## src/rtl/bram_multibuffer_ctrl_if.sv

```systemverilog
// Handshake bundle between the multibuffer controller, the axis2bram writer and the consumer.
// "master" is the controller side; "slave" is the integrator/writer/consumer side.
interface bram_multibuffer_ctrl_if #(
  parameter int BUF_IDX_WIDTH = 1,
  parameter int DEPTH_WIDTH   = 32
);
  logic                     ENABLE;
  logic                     WR_ALLOW;
  logic                     WR_FINISHED;
  logic [DEPTH_WIDTH-1:0]   WR_DEPTH;
  logic [BUF_IDX_WIDTH-1:0] WR_BUF_SEL;
  logic                     RD_VALID;
  logic [BUF_IDX_WIDTH-1:0] RD_BUF_SEL;
  logic [DEPTH_WIDTH-1:0]   RD_DEPTH;
  logic                     RD_DONE;
  logic                     FULL;
  logic                     EMPTY;
  logic [BUF_IDX_WIDTH:0]   OCCUPANCY;

  modport master (
    input  ENABLE, WR_FINISHED, WR_DEPTH, RD_DONE,
    output WR_ALLOW, WR_BUF_SEL, RD_VALID, RD_BUF_SEL, RD_DEPTH, FULL, EMPTY, OCCUPANCY
  );

  modport slave (
    output ENABLE, WR_FINISHED, WR_DEPTH, RD_DONE,
    input  WR_ALLOW, WR_BUF_SEL, RD_VALID, RD_BUF_SEL, RD_DEPTH, FULL, EMPTY, OCCUPANCY
  );
endinterface

```

## src/rtl/bram_multibuffer_ctrl.sv

```systemverilog
// Ring-ordered fill sequencer and oldest-first hand-off for NUM_BUFFERS BRAM banks.
// Optional MBUF_STATS_EN adds FILL_COUNT / STALL_CYCLES statistics outputs.
module bram_multibuffer_ctrl #(
  parameter int NUM_BUFFERS   = 2,
  parameter int BUF_IDX_WIDTH = 1,
  parameter int DEPTH_WIDTH   = 32
) (
  input  logic                   ACC_CLK,
  input  logic                   ARESET,
`ifdef MBUF_STATS_EN
  output logic [31:0]            FILL_COUNT,
  output logic [31:0]            STALL_CYCLES,
`endif
  bram_multibuffer_ctrl_if.master bus
);

  localparam logic [BUF_IDX_WIDTH:0]   LP_NBUF = (BUF_IDX_WIDTH+1)'(NUM_BUFFERS);
  localparam logic [BUF_IDX_WIDTH:0]   LP_ONE  = (BUF_IDX_WIDTH+1)'(1);
  localparam logic [BUF_IDX_WIDTH-1:0] LP_LAST = BUF_IDX_WIDTH'(NUM_BUFFERS - 1);

  typedef enum logic [1:0] {W_IDLE, W_FILL, W_SWITCH} state_t;

  state_t                   r_state;
  state_t                   w_state_nxt;
  logic [BUF_IDX_WIDTH-1:0] r_wr_ptr;
  logic [BUF_IDX_WIDTH-1:0] r_rd_ptr;
  logic [BUF_IDX_WIDTH:0]   r_count;
  logic [BUF_IDX_WIDTH:0]   w_count_nxt;
  logic [DEPTH_WIDTH-1:0]   r_depth [NUM_BUFFERS];
  logic                     r_wr_allow;
  logic                     w_wr_acc;
  logic                     w_rd_acc;
  logic                     w_full;

  // Explicit wrap compare so non-power-of-two bank counts never reach unused indices.
  function automatic logic [BUF_IDX_WIDTH-1:0] f_ptr_next(input logic [BUF_IDX_WIDTH-1:0] ptr);
    if (ptr == LP_LAST) begin
      return '0;
    end
    return ptr + BUF_IDX_WIDTH'(1);
  endfunction

  always_comb begin
    w_wr_acc = (r_state == W_FILL) && bus.WR_FINISHED;
    w_rd_acc = bus.RD_DONE && (r_count != '0);
    w_full   = (r_count == LP_NBUF);
    case ({w_wr_acc, w_rd_acc})
      2'b10:   w_count_nxt = r_count + LP_ONE;
      2'b01:   w_count_nxt = r_count - LP_ONE;
      default: w_count_nxt = r_count;
    endcase
  end

  always_comb begin
    w_state_nxt = r_state;
    case (r_state)
      W_IDLE: begin
        if (bus.ENABLE && (r_count < LP_NBUF)) begin
          w_state_nxt = W_FILL;
        end
      end
      W_FILL: begin
        if (bus.WR_FINISHED) begin
          w_state_nxt = W_SWITCH;
        end
      end
      W_SWITCH: begin
        // Decide on the post-update count so a release in this cycle can resume filling.
        if (bus.ENABLE && (w_count_nxt < LP_NBUF)) begin
          w_state_nxt = W_FILL;
        end else begin
          w_state_nxt = W_IDLE;
        end
      end
      default: w_state_nxt = W_IDLE;
    endcase
  end

  always_ff @(posedge ACC_CLK) begin
    if (ARESET) begin
      r_state    <= W_IDLE;
      r_wr_ptr   <= '0;
      r_rd_ptr   <= '0;
      r_count    <= '0;
      r_wr_allow <= 1'b0;
      for (int unsigned i = 0; i < NUM_BUFFERS; i++) begin
        r_depth[i] <= '0;
      end
    end else begin
      r_state    <= w_state_nxt;
      r_count    <= w_count_nxt;
      // ALLOW lags FILL entry by one cycle and drops on the edge that accepts the done pulse.
      r_wr_allow <= (r_state == W_FILL) && (w_state_nxt == W_FILL);
      if (w_wr_acc) begin
        r_depth[r_wr_ptr] <= bus.WR_DEPTH;
        r_wr_ptr          <= f_ptr_next(r_wr_ptr);
      end
      if (w_rd_acc) begin
        r_rd_ptr <= f_ptr_next(r_rd_ptr);
      end
    end
  end

`ifdef MBUF_STATS_EN
  logic [31:0] r_fill_count;
  logic [31:0] r_stall_cycles;

  always_ff @(posedge ACC_CLK) begin
    if (ARESET) begin
      r_fill_count   <= '0;
      r_stall_cycles <= '0;
    end else begin
      if (w_wr_acc) begin
        r_fill_count <= r_fill_count + 32'd1;
      end
      if ((r_state == W_IDLE) && bus.ENABLE && w_full) begin
        r_stall_cycles <= r_stall_cycles + 32'd1;
      end
    end
  end

  assign FILL_COUNT   = r_fill_count;
  assign STALL_CYCLES = r_stall_cycles;
`endif

  assign bus.WR_ALLOW   = r_wr_allow;
  assign bus.WR_BUF_SEL = r_wr_ptr;
  assign bus.RD_VALID   = (r_count != '0);
  assign bus.RD_BUF_SEL = r_rd_ptr;
  assign bus.RD_DEPTH   = r_depth[r_rd_ptr];
  assign bus.FULL       = w_full;
  assign bus.EMPTY      = (r_count == '0);
  assign bus.OCCUPANCY  = r_count;

endmodule

```

## src/flat_wrapper.sv

```systemverilog
// flat-port wrapper written by rule: the top's interface ports become plain ports
module bram_multibuffer_ctrl_flat 
#(
  parameter int NUM_BUFFERS   = 2,
  parameter int BUF_IDX_WIDTH = 1,
  parameter int DEPTH_WIDTH   = 32
)
  (ACC_CLK, ARESET, bus_ENABLE, bus_WR_FINISHED, bus_WR_DEPTH, bus_RD_DONE, bus_WR_ALLOW, bus_WR_BUF_SEL, bus_RD_VALID, bus_RD_BUF_SEL, bus_RD_DEPTH, bus_FULL, bus_EMPTY, bus_OCCUPANCY);
  bram_multibuffer_ctrl_if #(.BUF_IDX_WIDTH(BUF_IDX_WIDTH), .DEPTH_WIDTH(DEPTH_WIDTH)) bus_i ();
  input  logic ACC_CLK;
  input  logic ARESET;
  input wire logic [$bits(bus_i.ENABLE)-1:0] bus_ENABLE;
  input wire logic [$bits(bus_i.WR_FINISHED)-1:0] bus_WR_FINISHED;
  input wire logic [$bits(bus_i.WR_DEPTH)-1:0] bus_WR_DEPTH;
  input wire logic [$bits(bus_i.RD_DONE)-1:0] bus_RD_DONE;
  output wire logic [$bits(bus_i.WR_ALLOW)-1:0] bus_WR_ALLOW;
  output wire logic [$bits(bus_i.WR_BUF_SEL)-1:0] bus_WR_BUF_SEL;
  output wire logic [$bits(bus_i.RD_VALID)-1:0] bus_RD_VALID;
  output wire logic [$bits(bus_i.RD_BUF_SEL)-1:0] bus_RD_BUF_SEL;
  output wire logic [$bits(bus_i.RD_DEPTH)-1:0] bus_RD_DEPTH;
  output wire logic [$bits(bus_i.FULL)-1:0] bus_FULL;
  output wire logic [$bits(bus_i.EMPTY)-1:0] bus_EMPTY;
  output wire logic [$bits(bus_i.OCCUPANCY)-1:0] bus_OCCUPANCY;
  assign bus_i.ENABLE = bus_ENABLE;
  assign bus_i.WR_FINISHED = bus_WR_FINISHED;
  assign bus_i.WR_DEPTH = bus_WR_DEPTH;
  assign bus_i.RD_DONE = bus_RD_DONE;
  assign bus_WR_ALLOW = bus_i.WR_ALLOW;
  assign bus_WR_BUF_SEL = bus_i.WR_BUF_SEL;
  assign bus_RD_VALID = bus_i.RD_VALID;
  assign bus_RD_BUF_SEL = bus_i.RD_BUF_SEL;
  assign bus_RD_DEPTH = bus_i.RD_DEPTH;
  assign bus_FULL = bus_i.FULL;
  assign bus_EMPTY = bus_i.EMPTY;
  assign bus_OCCUPANCY = bus_i.OCCUPANCY;
  bram_multibuffer_ctrl #(.NUM_BUFFERS(NUM_BUFFERS), .BUF_IDX_WIDTH(BUF_IDX_WIDTH), .DEPTH_WIDTH(DEPTH_WIDTH)) u_core (.ACC_CLK(ACC_CLK), .ARESET(ARESET), .bus(bus_i));
endmodule
```

## config.mk

```make
export PLATFORM = sky130hd
export DESIGN_NAME = bram_multibuffer_ctrl_flat
export DESIGN_NICKNAME = d
export VERILOG_FILES = /design/src/rtl/bram_multibuffer_ctrl_if.sv /design/src/rtl/bram_multibuffer_ctrl.sv /design/src/flat_wrapper.sv
export SDC_FILE = /design/constraint.sdc
export NUM_CORES = 1
export LEC_CHECK = 0
export ABC_CLOCK_PERIOD_IN_PS = 3750
export CAP_MARGIN = 20
export CORE_MARGIN = 2
export CORE_UTILIZATION = 53
export CTS_BUF_LIST = sky130_fd_sc_hd__clkbuf_8 sky130_fd_sc_hd__clkbuf_16
export DETAILED_ROUTE_END_ITERATION = 6
export PLACE_DENSITY = 0.85
export SYNTH_ARGS = -nofsm -noshare
export SYNTH_HDL_FRONTEND = slang
export SYNTH_SLANG_ARGS = --single-unit
```

## constraint.sdc

```tcl
create_clock -name ACC_CLK -period 3.75 [get_ports ACC_CLK]
set_input_delay 0.75 -clock ACC_CLK [delete_from_list [all_inputs] [get_ports ACC_CLK]]
set_output_delay 0.75 -clock ACC_CLK [all_outputs]
set_load 0.1 [all_outputs]
```

-- Yosys cells after proc, flatten, opt, wreduce, memory -nomap -nowiden
Memory sizes are Yosys's and may differ from the RTL's. A register that Yosys moved wholly into a read port is not among the register bits.
Index checks and enable logic that the tools add are counted.
Widths: inputs -> output; s select.
- flip-flop bits (word level): 7
- memories: 1
- output and inout bits: 40
- word-level logic and storage cells: 52
- memory bits (writable): 64
- input port bits: 37
- memory list (name ; words ; width ; rd ports ; clocked after Yosys merged registers in ; wr ports ; RTL line ; text):
    u_core.r_depth ; 2 ; 32 ; 1 ; 1 ; 2 ; bram_multibuffer_ctrl.sv:29 ; logic [DEPTH_WIDTH-1:0] r_depth [NUM_BUFFERS];
- equal/unequal tests: 6
- reduce and logical (&&, ||, !) cells: 9
- $add $sub $neg: 4
- muxes and demuxes: 25
- order comparisons: 2
- operators with widths (operator ; number):
    $mux 32 ; 1
    $reduce_or 32->1 ; 1
    $mux 1 ; 20
    $eq 2x1->1 const B ; 3
    $eq 2x2->1 const B ; 3
    $pmux 2 s3 ; 1
    $logic_and 1x1->1 ; 5
    $logic_not 2->1 ; 2
    $lt 2x2->1 const B ; 2
    $mux 2 ; 2
    $pmux 2 s2 ; 1
    $add 1x1->1 const B ; 2
    $add 2x1->2 const B ; 1
    $reduce_bool 2->1 ; 1
    $sub 2x1->2 const B ; 1

-- Longest topological paths before layout
Gate-level depths: netlist of the first run.
- word-level depth: 10
- gate-level depth with buffers: 5
- gate-level depth less buffers: 5

-- Worst setup path before layout of the first run
No wires, ideal clock.
- path kind: flip-flop to output port
- start: reg u_core.r_count[1] (netlist: u_core.bus.OCCUPANCY[1])
- end: out bus_FULL
- data required time: 3.000 ns
- path slack: 0.547 ns
- buffers on the path: 0
- data arrival time: 2.453 ns
- cell stages (with the launch flop): 2
- cells stage by stage: dfxtp_1 > nor2b_1
- longest elaborated chain between the ends: 1
- ends and longest elaborated chain (item ; RTL line ; text):
    start: declaration ; bram_multibuffer_ctrl.sv:27 ; logic [BUF_IDX_WIDTH:0] r_count;
    start signal: assignment ; bram_multibuffer_ctrl.sv:91 ; r_count <= w_count_nxt;
    $eq 2x2->1 ; bram_multibuffer_ctrl.sv:46 ; w_full = (r_count == LP_NBUF);
    end: declaration ; flat_wrapper.sv:21 ; output wire logic [$bits(bus_i.FULL)-1:0] bus_FULL;
Every way passes these cells.

-- Worst setup path after layout of the first run
- start: reg u_core.r_count[0] (netlist: u_core.bus.OCCUPANCY[0])
- end: out bus_RD_VALID
- longest elaborated chain between the ends: 1
- ends and longest elaborated chain (item ; RTL line ; text):
    $reduce_bool 2->1 ; bram_multibuffer_ctrl.sv:128 ; assign bus.RD_VALID = (r_count != '0);
    end: declaration ; flat_wrapper.sv:18 ; output wire logic [$bits(bus_i.RD_VALID)-1:0] bus_RD_VALID;
Every way passes these cells.

==> impl_metrics.py, run 1 <==
metrics = {
    "run_status": {
        "status": "completed",
    },
    "logic_synthesis": {
        "synth_top_cell_area_share_pct": 61.29,
        "ys_warn_count": 0,
        "yosys_register_bits": 72,
        "syn_nets": 247,
        "synth_area_mm2": 0.003136,
        "syn_area_per_cell_um2": 15.00,
        "async_flop_share_pct": 0,
        "syn_inst": 209,
        "synth_ff_type": "edfxtp_1",
        "ys_top_cells_by_count": "edfxtp_1 (64), and2_1 (32), and3_1 (32)",
        "ys_types": 29,
        "seq_area_frac_synth_pct": 66.40,
        "synth_area_leaders": "edfxtp_1 (61%), mux2_2 (10%), and2_1 (6.4%)",
        "synth_edf_count": 64,
        "yosys.area.top_type": "edfxtp_1",
        "synth_most_common_cell": "edfxtp_1",
    },
    "final_layout": {
        "fin_cells": 367,
        "register_area_mm2": 0.002083,
        "postLayoutCoreUtil_pct": 68.93,
        "antenna_cells": 0,
        "area_delta_synth_final_pct": 27.85,
        "fill_cells": 426,
        "layout.nets": 325,
        "drive_above_1_share_pct": 28.77,
        "multiInputGateArea_um2": 958.4,
        "design_area_mm2": 0.004009,
    },
    "hold_path": {
        "hold_path.class": "reg -> reg",
        "holdPathStages": 1,
    },
    "worst_setup_path": {
        "crit_chain": "or2_2, clkdlybuf4s50_1",
        "cp_top_family": "buffers and inverters",
        "required_ns": 3.00,
        "path_depth": 2,
        "crit_buf_inv": 1,
        "crit_type": "reg -> out",
        "crit_fanout": 6,
        "cp.arrival_ns": 2.05,
        "startpoint_type": "flop",
        "max_stage_delay_ns": 1.12,
        "rr_worst_depth": 3,
        "critPathCaptureType": "output port",
        "critPathSlowestCell": "clkdlybuf4s50_1",
    },
    "pwr": {
        "p_per_area_mw_per_mm2": 569.4,
        "pwr-share-clk_pct": 21.0,
        "seqPwrFrac_pct": 42.5,
        "p_sw_mw": 0.9217,
        "internal_power_mw": 1.361,
        "p_leak_nw": 1.679,
        "peakVddDrop_v": 0.0005072,
        "comb_power_share_pct": 36.6,
        "netSwitchingFraction_pct": 40.38,
    },
    "clock_network": {
        "cts_tree": "yes",
        "postCtsSetupBuffers": 0,
        "path_clk_slew_ns": 0.07,
        "cts.sinks": 72,
        "post_cts_resized": 0,
        "clkLatencyLatePin_ns": 0.32,
        "ctsHoldBuffers": 0,
        "root_buffer": "clkbuf_8",
        "cts_buffers": 9,
        "max-clock-path-buffers": 2,
        "h-tree-depth": 3,
    },
    "routing": {
        "drc_errors": 0,
        "num_vias": 1877,
        "antenna_left": 0,
        "wirelength_um": 5574,
        "drt-initial-drc-count": 70,
        "firstDrtPassIters": 4,
        "vias_per_cell": 5.114,
        "wire_per_inst_um": 15.19,
    },
    "grt": {
        "grt_max_degree": 34,
        "overflow": 0,
        "grt_usage_pct": 17.94,
        "grt_pass1_wl_um": 8625,
        "grt_antenna_before_repair": 0,
        "grt_pass1_vias": 1939,
    },
    "placement": {
        "buffer_ports.inserted": 76,
        "gp_congestion": 0.7491,
        "dpl.cell_count": 351,
        "dp_hpwl_um": 3562,
        "place_area_mm2": 0.003856,
    },
    "sta": {
        "fin_skew_ns": 0.006496,
        "fin_tns_setup_ns": 0,
        "tightestPinTransition_ns": 0.9807,
        "slew_violations": 0,
        "hold_violations": 0,
        "fin_crit_ns": 2.802,
        "clock.fmax_mhz": 356.9,
        "grt_setup_unrepaired": "false",
        "finalSetupViolCount": 0,
        "finalCritPeriodShare_pct": 74.71,
        "slew-limit-headroom_pct": 34.41,
    },
    "run": {
        "cap_viol_max_count": 0,
    },
    "die": {
        "die_area_mm2": 0.006547,
        "die_width_um": 80.92,
        "die_y_um": 80.92,
        "core_area_mm2": 0.005816,
        "start_util_pct": 53.92,
        "pin_count": 77,
        "row_count": 28,
    },
}
layout by cell type, fill, tap and decap left out, types with 2 or more instances in the layout:
| cell type | Yosys | layout |
|---|---|---|
| mux2_2 | 28 | 28 |
| clkdlybuf4s50_1 | 0 | 42 |
| and3_1 | 32 | 32 |
| and2_1 | 32 | 32 |
| inv_1 | 2 | 7 |
| or2_2 | 2 | 2 |
| nor2_1 | 4 | 4 |
| dfxtp_1 | 8 | 7 |
| xor2_1 | 2 | 2 |
| edfxtp_1 | 64 | 64 |
| xnor2_1 | 2 | 2 |
| clkinv_2 | 0 | 2 |
| clkbuf_8 | 0 | 9 |
| buf_4 | 0 | 39 |
| mux2_1 | 4 | 4 |
cell type report:
| class | count | share of cell area, % |
|---|---|---|
| Timing Repair Buffer | 81 | 17.79 |
| Clock inverter | 7 | 0.7179 |
| Sequential cell | 72 | 51.97 |
| Tap cell | 75 | 2.341 |
| Clock buffer | 9 | 3.090 |
| Multi-Input combinational cell | 121 | 23.91 |
| Inverter | 2 | 0.1873 |
cells by family after synthesis:
kind of cell | after synthesis | share of synthesized area, %
DFF | 72 | 66.40
buffers and inverters | 16 | 3.033
xor gates and xnor gates | 4 | 1.118
AOI/OAI and AO/OA | 6 | 1.397
muxes | 32 | 11.49
adders and majority gates | 1 | 0.3990
and+or+nand+nor | 78 | 16.16
routing by layer:
layer	vias up	wire length (um)	global-route usage (%)
met1	898	2159	19.13
li1	922	-	-
met5	-	0	0
met3	6	283	4.778
met2	51	3082	33.06
met4	0	49	7.966
per-stage QoR:
step	hold slack, ns	setup slack [ns]	power [mW]
floorplan	0.5063	0.5466	1.646
global placement	0.5338	0.8640	1.818
detailed placement	0.5363	0.8284	1.827
CTS	0.5549	0.9153	2.306
global route	0.5752	0.8545	2.365
finish	0.5531	0.9482	2.283
power by group through the flow:
stage          Combinational, mW  Clock (mW)  Sequential, mW
2_1_floorplan              0.632           0            1.01
3_3_place_gp               0.832           0           0.986
3_5_place_dp               0.838           0           0.989
4_1_cts                    0.841       0.493           0.972
5_1_grt                    0.863       0.526           0.977
6_report                   0.835       0.478           0.969
state kept, by name, indices dropped and copies added, names as in the netlist, named ones only:
name,flops
u_core.bus.WR_BUF_SEL,1
u_core.bus.OCCUPANCY,2
u_core.bus.WR_ALLOW,1
u_core.r_state,2
u_core.bus.RD_BUF_SEL,1
u_core.r_depth,64
path summary, 6_finish.rpt:
check,slack [ns],end,from
worst max-delay path,0.95,bus_RD_VALID,u_core.bus.OCCUPANCY[0]
worst min-delay path,0.55,u_core.bus.WR_ALLOW,u_core.r_state[0]
worst max register to register,1.73,u_core.r_depth[0][4],u_core.bus.WR_BUF_SEL
worst min register to register,0.55,u_core.bus.WR_ALLOW,u_core.r_state[0]
Note: power is estimated with default switching activity, not from simulation.
==> inputs of run 2 (changes only) <==
- ABC_CLOCK_PERIOD_IN_PS: 3750 -> 2400
- CORE_UTILIZATION: 53 -> 44
- PLACE_DENSITY: 0.85 -> 0.75
- clock period: 3.75 -> 2.4 ns (I/O delays scaled with it)
==> impl_metrics.py, run 2 (synthesized netlist as in run 1, its figures left out) <==
metrics = {
    "sta": {
        "finalCritPeriodShare_pct": 82.96,
        "tightestPinTransition_ns": 0.3917,
        "finalSetupViolCount": 0,
        "holdWs_ns": 0.5313,
        "grt_setup_unrepaired": "false",
        "fin_crit_ns": 1.991,
        "clock.fmax_mhz": 502.3,
        "slew-limit-headroom_pct": 73.52,
        "slew_violations": 0,
        "hold_violations": 0,
        "fin_tns_setup_ns": 0,
        "fin_skew_ns": 0.006498,
    },
    "worst_setup_path": {
        "startpoint_type": "input pin",
        "crit_chain": "clkdlybuf4s50_1, nand3b_1, ha_1, or4_1, a31o_2",
        "crit_fanout": 4,
        "critPathCaptureType": "flop",
        "required_ns": 2.62,
        "crit_type": "in -> reg",
        "cp.arrival_ns": 2.21,
        "critPathSlowestCell": "or4_1",
        "max_stage_delay_ns": 0.53,
    },
    "final_layout": {
        "fin_cells": 393,
        "area_delta_synth_final_pct": 46.53,
        "largest_reg_flops": 64,
        "antenna_cells": 0,
        "drive_above_1_share_pct": 34.01,
        "layout.nets": 330,
        "layout_commonest_cell": "edfxtp_1",
        "final_cell_mix": "edfxtp_1 (64), clkdlybuf4s50_1 (36), buf_12 (36)",
        "postLayoutCoreUtil_pct": 67.25,
        "largest-register": "u_core.r_depth",
    },
    "die": {
        "start_util_pct": 45.90,
        "pin_count": 77,
        "row_count": 30,
        "die_area_mm2": 0.007817,
        "die_width_um": 88.42,
        "core_area_mm2": 0.006832,
        "die_y_um": 88.42,
    },
    "clock_network": {
        "root_buffer": "clkbuf_8",
        "cts.sinks": 72,
        "max-clock-path-buffers": 2,
        "postCtsSetupBuffers": 0,
        "post_cts_resized": 0,
        "clkLatencyLatePin_ns": 0.33,
        "cts_buffers": 9,
        "path_clk_slew_ns": 0.07,
        "cts_tree": "yes",
        "h-tree-depth": 3,
        "ctsHoldBuffers": 0,
    },
    "routing": {
        "antenna_left": 0,
        "wire_per_inst_um": 14.98,
        "num_vias": 1925,
        "drt-initial-drc-count": 100,
        "firstDrtPassIters": 4,
        "drc_errors": 0,
        "wirelength_um": 5888,
        "vias_per_cell": 4.898,
    },
    "grt": {
        "overflow": 0,
        "grt_usage_pct": 16.06,
        "grt_pass1_wl_um": 9363,
        "grt_max_degree": 36,
        "grt_antenna_before_repair": 0,
        "grt_pass1_vias": 1994,
    },
    "placement": {
        "dpl.cell_count": 377,
        "dp_hpwl_um": 3800,
        "gp_congestion": 0.7112,
        "buffer_ports.inserted": 76,
    },
    "pwr": {
        "peakVddDrop_v": 0.0007517,
        "p_per_area_mw_per_mm2": 916.2,
        "p_leak_nw": 1.874,
        "pwr-share-clk_pct": 26.3,
        "internal_power_mw": 2.682,
        "comb_power_share_pct": 38.7,
        "seqPwrFrac_pct": 35.0,
        "p_sw_mw": 1.527,
        "netSwitchingFraction_pct": 36.28,
    },
    "run": {
        "cap_viol_max_count": 0,
    },
    "run_status": {
        "status": "completed",
    },
    "hold_path": {
        "hold_path.class": "reg -> reg",
    },
}
-- run 2: cell count changes in the layout (fill, tap and decap cells not counted), sizes merged --
cell and change:
buf +11, bufinv +3, clkdlybuf4s50 -6, clkinv +1, clkinvlp +1, inv -5
-- run 2: layout make-up --
class | instances | area (um^2)
fillers | 504 | 2237
flip-flops and latches | 72 | 2086
repair buffers | 86 | 1186
multi-input cells | 121 | 960.9
clock buffers | 9 | 123.9
well taps | 96 | 120.1
clock inverters | 7 | 110.1
inverters | 2 | 7.507
-- run 2: path summary, 6_finish.rpt --
check,from,endpoint,slack (ns),cells after the start
min reg2reg,u_core.bus.OCCUPANCY[1],u_core.bus.OCCUPANCY[1],0.53,2
min,u_core.bus.OCCUPANCY[1],u_core.bus.OCCUPANCY[1],0.53,2
max,bus_WR_FINISHED,u_core.r_state[0],0.41,5
max reg2reg,u_core.bus.OCCUPANCY[0],u_core.r_state[0],0.64,4
-- run 2: metrics by stage --
stage	power, mW	worst slack (ns)	cell area, um^2
4_1_cts	4.238	0.4153	4594
2_1_floorplan	2.576	0.03419	3141
3_5_place_dp	3.140	0.06262	4360
5_1_grt	4.339	0.3525	4594
6_report	4.209	0.4090	4594
3_3_place_gp	3.125	0.1093	4360
-- run 2: metal layers --
| metal | track usage, % | part of all wire [%] | vias up |
|---|---|---|---|
| met4 | 7.163 | 1.7 | 0 |
| li1 | - | - | 933 |
| met3 | 4.478 | 5.1 | 12 |
| met1 | 19.47 | 43 | 924 |
| met2 | 26.86 | 51 | 56 |
| met5 | 0 | 0 | - |
-- run 2: worst max-delay path: cells and delay by family --
kind,cells,cell delay [ns]
adders and majority gates,1,0.32
buffers and inverters,1,0.52
and+or+nand+nor,2,0.66
AOI/OAI and AO/OA,1,0.24
-- run 2: power groups by stage --
stage / sequential, mW / combinational (mW) / clock [mW]
detailed placement: 1.50 / 1.64 / 0
floorplan: 1.59 / 0.988 / 0
global placement: 1.50 / 1.63 / 0
CTS: 1.47 / 1.64 / 1.12
global route: 1.48 / 1.68 / 1.18
finish: 1.47 / 1.63 / 1.11
==> inputs of run 3 (changes only) <==
- ABC_CLOCK_PERIOD_IN_PS: 2400 -> 1740
- clock period: 2.4 -> 1.74 ns (I/O delays scaled with it)
==> impl_metrics.py, run 3 (synthesized netlist as in run 1, its figures left out) <==
metrics = {
    "final_layout": {
        "antenna_cells": 0,
        "area_delta_synth_final_pct": 57.82,
        "multiInputGateArea_mm2": 0.001100,
        "layout_commonest_cell": "edfxtp_1",
        "largest-register": "u_core.r_depth",
        "fill_cells": 430,
        "layout.nets": 340,
        "final_cell_mix": "edfxtp_1 (64), buf_12 (45), clkdlybuf4s50_1 (35)",
        "drive_above_1_share_pct": 39.09,
        "register_area_mm2": 0.002095,
        "largest_reg_flops": 64,
    },
    "pwr": {
        "p_leak_nw": 2.038,
        "total_power_mw": 5.951,
        "peakVddDrop_v": 0.0009364,
        "p_per_area_mw_per_mm2": 1202,
    },
    "sta": {
        "clock.fmax_mhz": 553.1,
        "slew_violations": 0,
        "fin_skew_ns": 0.008087,
        "finalCritPeriodShare_pct": 103.9,
        "slew-limit-headroom_pct": 77.55,
        "hold_violations": 0,
        "finalSetupViolCount": 32,
        "timing.final.ws_setup_ns": -0.06806,
        "fin_crit_ns": 1.808,
        "grt_setup_unrepaired": "true",
        "tightestPinTransition_ns": 0.3321,
    },
    "placement": {
        "buffer_ports.inserted": 76,
        "gp_congestion": 0.7282,
        "dp_slack_ns": -0.4084,
        "dp_hpwl_um": 4343,
    },
    "hold_path": {
        "min_from": "bus_WR_FINISHED",
        "hold_path.class": "in -> reg",
    },
    "clock_network": {
        "max-clock-path-buffers": 2,
        "path_clk_slew_ns": 0.08,
        "root_buffer": "clkbuf_8",
        "cts.sinks": 72,
        "cts_buffers": 9,
        "h-tree-depth": 3,
        "clkLatencyLatePin_ns": 0.33,
        "cts_tree": "yes",
    },
    "worst_setup_path": {
        "critPathSlowestCell": "dfxtp_4",
        "critPathCaptureType": "output port",
        "r2r_slack_ns": 0.08,
        "crit_chain": "clkbuf_16, mux2_4, buf_12",
        "crit_fanout": 6,
        "startpoint_type": "flop",
        "required_ns": 1.39,
        "rr_startpoint": "u_core.r_state[0]",
        "max_stage_delay_ns": 0.45,
        "crit_type": "reg -> out",
        "cp.arrival_ns": 1.46,
    },
    "die": {
        "row_count": 30,
        "pin_count": 77,
        "start_util_pct": 45.90,
        "die_y_um": 88.42,
        "die_area_mm2": 0.007817,
        "die_width_um": 88.42,
        "core_area_mm2": 0.006832,
    },
    "routing": {
        "firstDrtPassIters": 4,
        "wirelength_um": 6746,
        "wire_per_inst_um": 16.74,
        "num_vias": 2020,
        "drc_errors": 0,
        "vias_per_cell": 5.012,
        "drt-initial-drc-count": 122,
        "antenna_left": 0,
    },
    "grt": {
        "grt_antenna_before_repair": 0,
        "overflow": 0,
        "grt_pass1_vias": 2121,
        "grt_max_degree": 34,
        "grt_pass1_wl_um": 10180,
        "grt_usage_pct": 17.76,
    },
    "run_status": {
        "violations": "negative setup slack",
        "status": "complete, but fails checks",
    },
    "run": {
        "cap_viol_max_count": 0,
    },
}
-- run 3: final timing paths --
check / endpoint / depth (start not counted)
setup reg to reg: u_core.bus.OCCUPANCY[1] / 5
hold / removal: u_core.bus.WR_ALLOW / 2
setup / recovery: bus_RD_DEPTH[5] / 3
hold reg to reg: u_core.bus.WR_ALLOW / 2
-- run 3: layer usage --
layer  vias up  global-route usage [%]  wire (um)
met5         -                       0          0
met4         0                   7.851        107
met3         8                   4.291        314
met2        50                   32.26       3818
met1      1008                   19.68       2506
li1        954                       -          -
-- run 3: metrics by stage --
stage	TNS, ns	cells	instance area, um^2	hold WS, ns	util [%]
floorplan	-0.1457	209	3169	0.4396	-
global placement	-19.95	383	4547	0.5275	66.56
detailed placement	-27.74	383	4547	0.5567	66.56
CTS	-1.969	401	4808	0.3978	70.38
global route	-3.064	403	4949	0.4168	72.44
finish	-1.473	403	4949	0.4081	72.44
-- run 3: area by class of cell --
type,count,share of cell area (%)
clock inverter,7,1.290
clock buffer,9,2.503
multi-input combinational,121,22.22
sequential,72,42.33
tap,96,2.427
inverter,2,0.2276
timing repair buffer,96,29.00
-- run 3: what timing repair did --
| action | CTS | global route |
|---|---|---|
| hold buffers | 0 | 0 |
| gates cloned | 1 | 2 |
| pin swaps | 1 | 0 |
| setup buffers | 1 | 0 |
| endpoints found under the setup margin | 34 | 32 |
| resized for setup | 13 | 24 |
-- run 3: where the power goes --
group / internal, mW / switching [mW] / total, mW
logic: 1.08 / 1.54 / 2.61
registers: 1.99 / 0.0873 / 2.08
clock network: 0.649 / 0.611 / 1.26
-- run 3: critical path, delay by kind of cell (launching register included) --
kind / cells / cell delay, ns
DFF: 1 / 0.45
buffers and inverters: 2 / 0.36
muxes: 1 / 0.32
